===== src/rtl/eth_tx_fcs_pkg.sv =====
// Shared definitions for the Ethernet TX framing stage: state encoding,
// frame constants and the reflected CRC-32 byte update used by the CRC block.
package eth_tx_fcs_pkg;

  typedef enum logic [1:0] {
    ST_DATA = 2'd0,
    ST_PAD  = 2'd1,
    ST_FCS  = 2'd2
  } tx_state_e;

  localparam int          ETH_MIN_FRAME_LEN = 60;
  localparam logic [31:0] ETH_CRC_RESIDUE   = 32'hDEBB20E3;
  localparam logic [31:0] ETH_CRC_INIT      = 32'hFFFFFFFF;
  localparam logic [31:0] ETH_CRC_POLY_REFL = 32'hEDB88320;
  localparam logic [7:0]  ETH_PAD_BYTE      = 8'h00;

  // Bit-reflected (LSB-first) CRC-32 update for one byte, as sent on the wire.
  function automatic logic [31:0] crc32_next(input logic [31:0] crc,
                                             input logic [7:0]  data);
    logic [31:0] c;
    c = crc ^ {24'h000000, data};
    for (int i = 0; i < 8; i++) begin
      c = c[0] ? ((c >> 1) ^ ETH_CRC_POLY_REFL) : (c >> 1);
    end
    return c;
  endfunction

endpackage


===== src/rtl/eth_tx_fcs_crc32.sv =====
// Byte-wide IEEE 802.3 CRC-32 with synchronous reset; crc_out is the
// complemented register, ready to be sent least-significant byte first.
module eth_tx_fcs_crc32
  import eth_tx_fcs_pkg::*;
(
  input  logic        clk,
  input  logic        rst,
  input  logic [7:0]  data_in,
  input  logic        data_valid,
  output logic [31:0] crc_out
);

  logic [31:0] crc_q;
  logic [31:0] crc_d;

  always_comb begin
    crc_d = crc_q;
    if (data_valid) begin
      crc_d = crc32_next(crc_q, data_in);
    end
  end

  always_ff @(posedge clk) begin
    if (rst) begin
      crc_q <= ETH_CRC_INIT;
    end else begin
      crc_q <= crc_d;
    end
  end

  assign crc_out = ~crc_q;

endmodule


===== src/rtl/eth_tx_fcs.sv =====
// Ethernet TX framing stage: passes payload through, zero-pads short frames
// to the minimum length and appends the 4-byte FCS.
//
// state | meaning
// DATA  | payload pass-through, CRC fed with each accepted byte
// PAD   | emitting 0x00 until the frame reaches MIN_FRAME_LEN
// FCS   | emitting the four CRC bytes, LSB first; CRC frozen
module eth_tx_fcs
  import eth_tx_fcs_pkg::*;
#(
  parameter int MIN_FRAME_LEN = ETH_MIN_FRAME_LEN,
  parameter bit ENABLE_PAD    = 1'b1,
  parameter int CNT_WIDTH     = 6
) (
  input  logic       clk,
  input  logic       rst,
  input  logic [7:0] s_data,
  input  logic       s_valid,
  output logic       s_ready,
  input  logic       s_last,
  output logic [7:0] m_data,
  output logic       m_valid,
  input  logic       m_ready,
  output logic       m_last
);

  localparam logic [CNT_WIDTH:0] MIN_LEN = (CNT_WIDTH + 1)'(MIN_FRAME_LEN);

  tx_state_e            state_q, state_d;
  logic [CNT_WIDTH-1:0] count_q, count_d;
  logic [1:0]           fcs_idx_q, fcs_idx_d;

  logic [CNT_WIDTH:0]   count_inc;
  logic                 out_xfer;
  logic                 crc_clear;
  logic                 crc_valid;
  logic                 crc_rst;
  logic [7:0]           crc_data;
  logic [31:0]          crc_out;

  // Outputs are combinational so DATA is a zero-latency pass-through;
  // reset forces the handshake low even before the first clock edge.
  always_comb begin
    m_data  = ETH_PAD_BYTE;
    m_valid = 1'b0;
    m_last  = 1'b0;
    s_ready = 1'b0;
    unique case (state_q)
      ST_DATA: begin
        m_data  = s_data;
        m_valid = s_valid;
        s_ready = m_ready;
      end
      ST_PAD: begin
        m_valid = 1'b1;
      end
      ST_FCS: begin
        m_valid = 1'b1;
        m_last  = (fcs_idx_q == 2'd3);
        unique case (fcs_idx_q)
          2'd0:    m_data = crc_out[7:0];
          2'd1:    m_data = crc_out[15:8];
          2'd2:    m_data = crc_out[23:16];
          default: m_data = crc_out[31:24];
        endcase
      end
      default: begin
        m_valid = 1'b0;
      end
    endcase
    if (rst) begin
      m_valid = 1'b0;
      m_last  = 1'b0;
      s_ready = 1'b0;
    end
  end

  assign out_xfer  = m_valid && m_ready;
  assign count_inc = {1'b0, count_q} + {{CNT_WIDTH{1'b0}}, 1'b1};

  always_comb begin
    state_d   = state_q;
    count_d   = count_q;
    fcs_idx_d = fcs_idx_q;
    crc_clear = 1'b0;
    if (out_xfer) begin
      unique case (state_q)
        ST_DATA: begin
          count_d = (count_inc >= MIN_LEN) ? MIN_LEN[CNT_WIDTH-1:0]
                                           : count_inc[CNT_WIDTH-1:0];
          if (s_last) begin
            fcs_idx_d = 2'd0;
            state_d   = (ENABLE_PAD && (count_inc < MIN_LEN)) ? ST_PAD : ST_FCS;
          end
        end
        ST_PAD: begin
          count_d = count_inc[CNT_WIDTH-1:0];
          if (count_inc >= MIN_LEN) begin
            fcs_idx_d = 2'd0;
            state_d   = ST_FCS;
          end
        end
        ST_FCS: begin
          fcs_idx_d = fcs_idx_q + 2'd1;
          if (fcs_idx_q == 2'd3) begin
            state_d   = ST_DATA;
            count_d   = '0;
            crc_clear = 1'b1;
          end
        end
        default: begin
          state_d = ST_DATA;
        end
      endcase
    end
  end

  always_ff @(posedge clk or posedge rst) begin
    if (rst) begin
      state_q   <= ST_DATA;
      count_q   <= '0;
      fcs_idx_q <= 2'd0;
    end else begin
      state_q   <= state_d;
      count_q   <= count_d;
      fcs_idx_q <= fcs_idx_d;
    end
  end

  // Clearing on the final FCS transfer leaves the CRC at its seed for the
  // very next frame byte, even when that byte arrives back-to-back.
  assign crc_valid = out_xfer && ((state_q == ST_DATA) || (state_q == ST_PAD));
  assign crc_data  = (state_q == ST_PAD) ? ETH_PAD_BYTE : s_data;
  assign crc_rst   = rst || crc_clear;

  eth_tx_fcs_crc32 u_crc32 (
    .clk        (clk),
    .rst        (crc_rst),
    .data_in    (crc_data),
    .data_valid (crc_valid),
    .crc_out    (crc_out)
  );

endmodule


===== config.mk =====
export PLATFORM = sky130hd
export DESIGN_NAME = eth_tx_fcs
export DESIGN_NICKNAME = d
export VERILOG_FILES = /design/src/rtl/eth_tx_fcs_pkg.sv /design/src/rtl/eth_tx_fcs_crc32.sv /design/src/rtl/eth_tx_fcs.sv
export SDC_FILE = /design/constraint.sdc
export NUM_CORES = 1
export LEC_CHECK = 0
export CORE_AREA = 2 2 85 87
export DETAILED_ROUTE_END_ITERATION = 10
export DIE_AREA = 0 0 87 89
export PLACE_DENSITY = 0.59
export SLEW_MARGIN = 20
export SYNTH_ARGS = -nofsm -noshare
export SYNTH_HDL_FRONTEND = slang
export SYNTH_SLANG_ARGS = --single-unit

===== constraint.sdc =====
create_clock -name clk -period 2.65 [get_ports clk]
set_input_delay 0.3975 -clock clk [delete_from_list [all_inputs] [get_ports clk]]
set_output_delay 0.3975 -clock clk [all_outputs]
set_load 0.02 [all_outputs]

==> impl_metrics.ini <==
[outcome]
status = completed

[floorplan]
core_um2 = 6720
pin_count = 24
die_area_um2 = 7740
initial_core_util_pct = 44.7
placementRows = 30
die_w_um = 87
die_h_um = 89

[clock_network]
htree_levels = 2
clkTransAtPathRegs_ns = 0.08
cts_hold_buffers = 0
clkSinkCount = 42
insertion_delay_ns = 0.30
cts_tree = built
clock_path_buffers = 2
cts_buffers = 5
root_buffer = clkbuf_8
cts_setup_buffers = 0

[global_route]
grt_usage_pct = 21.0
grt_pass1_wl_um = 12600
antenna_found_initial = 0
grt_pass1_vias = 2405
overflow = 0
grt_start_max_net_pins = 46

[synth]
yosysWarnings = 0
syn_area_um2 = 3000
synth-xor-area-share_pct = 27.2
syn_nets = 363
muxShareOfSynthArea_pct = 1.00
ys_seq_area_share_pct = 29.7
synth-compound-area-share_pct = 19.0
synthCells = 341
yosysUniqueCellTypes = 43
synth_top_family_by_area = XOR/XNOR gates
syn_avg_cell_area_um2 = 8.81
yosys.area_share.simple_pct = 15.7
ys_ff_latch = 42
synth_adder_area_share_pct = 3.75

[worst_setup_path]
cp.arrival_ns = 2.17
r2r-start = state_q[1]
setup.worst_path.start = fcs_idx_q[1]
cp-end-kind = primary output
crit_fanout = 8
crit_required_ns = 2.25
startpoint_type = flop
path_class = reg2out

[sta]
slew_violations = 0
tightest_slew_ns = 0.591
fin_crit_ns = 2.56
hold_viol = 0
max_slew_margin_pct = 60.3
setup-violations-final = 0
finClkSkew_ns = 0.00421
fmax_ghz = 0.390
fin_crit_sh_pct = 96.8
whs_ns = 0.513
tns_ns = 0

[power]
peakVddDrop_v = 0.000237
power.leakage_nw = 1.51
p_per_area_nw_per_um2 = 502

[routing]
post-route-drc-count = 0
totalWireLength_um = 7680
routedWlPerCell_um = 16.8
vias_per_cell = 5.42
dr_total_vias = 2478
firstDrtPassIters = 4
drtAntennaViolNets = 0
drtIter0Drc = 130

[placed_design]
io_buffers = 23
post-dp-hpwl_um = 5560
dp.cells = 449
gp_congestion = 0.839

[flow_run]
maxCapViolCount = 0

[layout]
drive_gt1_share_pct = 11.4
diodes = 0
nets = 398
utilization_pct = 53.4
fin_cells = 457
syn_to_final_growth_pct = 19.5
fillers = 625

[min_path]
hp-class = reg2reg
hp-start = u_crc32.crc_q[19]
==> sequential cells by signal, indices dropped and copies added, names as in the netlist <==
register	flops
fcs_idx_q	2
count_q	6
state_q	2
u_crc32.crc_q	32
==> area by class of cell <==
type	instances	area (µm²)	area share (%)
clock buffer	5	68.8	1.92
clock inverter	3	16.3	0.453
inverter	10	43.8	1.22
multi-input combinational	273	2050	57.2
sequential	42	891	24.8
tap	80	100	2.79
timing repair buffer	44	415	11.6
==> through the flow <==
stage | cell area, µm² | power [mW] | worst slack [ns]
final | 3590 | 1.80 | 0.0851
after global routing | 3590 | 1.90 | -0.00578
after CTS | 3540 | 1.82 | 0.0299
after detailed placement | 3450 | 1.39 | 0.235
after global placement | 3450 | 1.39 | 0.286
after floorplan | 3000 | 1.23 | 0.535
==> cell usage after synthesis, drive strengths merged <==
master   count  share of area [%]
and2         1               0.21
a21o         1               0.25
ha           9                3.8
nor4b        1               0.50
a21oi       10                1.7
clkbuf      11                1.4
nand3        6                1.0
xor2        27                8.1
a32o         8                2.7
nand2b      18                3.8
buf          5                1.1
o211ai      29                7.6
a41oi        1               0.29
o2111ai      8                2.3
dfrtp       10                8.3
a2bb2oi      1               0.29
inv          9                1.1
nand2       47                5.9
xnor3        3                2.2
o21ai       10                1.7
a21boi       1               0.25
o2bb2ai      2               0.58
o221ai       1               0.29
xnor2       56                 17
nor2b        8                1.7
o22ai        1               0.21
and3         2               0.42
nor2        10                1.3
clkinv       1               0.12
a31oi        3               0.63
nand4b       1               0.29
o32ai        1               0.29
or2          1               0.21
dfxtp       32                 21
nor3         3               0.50
mux2i        3                1.0
==> what timing repair did <==
item,CTS,global route
cloned,0,0
gates resized for setup,3,12
setup endpoints to repair,8,10
==> cells in the final DEF, fill, tap and decap left out, drive strengths merged, types with 3 or more instances in the layout <==
| cell type | instances |
|---|---|
| a21oi | 10 |
| xnor3 | 3 |
| inv | 9 |
| buf | 21 |
| o21ai | 10 |
| nor3 | 3 |
| dlymetal6s2s | 6 |
| xnor2 | 56 |
| a31oi | 3 |
| ha | 9 |
| a32o | 8 |
| dfxtp | 32 |
| nand2 | 47 |
| clkbuf | 5 |
| clkdlybuf4s50 | 17 |
| nor2 | 10 |
| nand2b | 18 |
| o211ai | 29 |
| mux2i | 3 |
| xor2 | 27 |
| nand3 | 6 |
| o2111ai | 8 |
| dfrtp | 10 |
| nor2b | 8 |
==> cells by family after synthesis <==
kind of cell	Yosys count
AO/OA/AOI/OAI	77
XOR/XNOR	86
multiplexers	3
AND/OR/NAND/NOR	98
buffers and inverters	26
flip-flops	42
adder cells (fa/ha/maj)	9
==> power by group <==
| part | total (mW) | switching, mW | internal (mW) |
|---|---|---|---|
| registers | 0.761 | 0.0702 | 0.691 |
| logic | 0.620 | 0.298 | 0.322 |
| clock network | 0.420 | 0.239 | 0.181 |
==> worst max-delay path, cell delays in order (launching register included) <==
cell and delay, ns:
dfrtp_1 0.43, inv_1 0.15, ha_1 0.21, inv_4 0.08, o2111ai_2 0.20, a32o_1 0.20
clkdlybuf4s50_1 0.60
==> path summary, 6_finish.rpt <==
kind | endpoint | slack [ns] | depth (start not counted)
setup reg to reg | u_crc32.crc_q[31] | 0.40 | 8
setup / recovery | m_data[5] | 0.09 | 6
hold / removal | u_crc32.crc_q[19] | 0.51 | 2
max in group asynchronous | count_q[0] | 1.95 | 3
min in group asynchronous | state_q[0] | 0.56 | 3
hold reg to reg | u_crc32.crc_q[19] | 0.51 | 2
==> routing by layer <==
layer,vias to the layer above,track usage [%],wire length (µm)
met3,9,4.06,410
li1,1253,-,-
met1,1161,29.7,3770
met2,55,32.7,3410
met5,-,0,0
met4,0,6.25,95
Note: power is estimated with default switching activity, not from simulation.
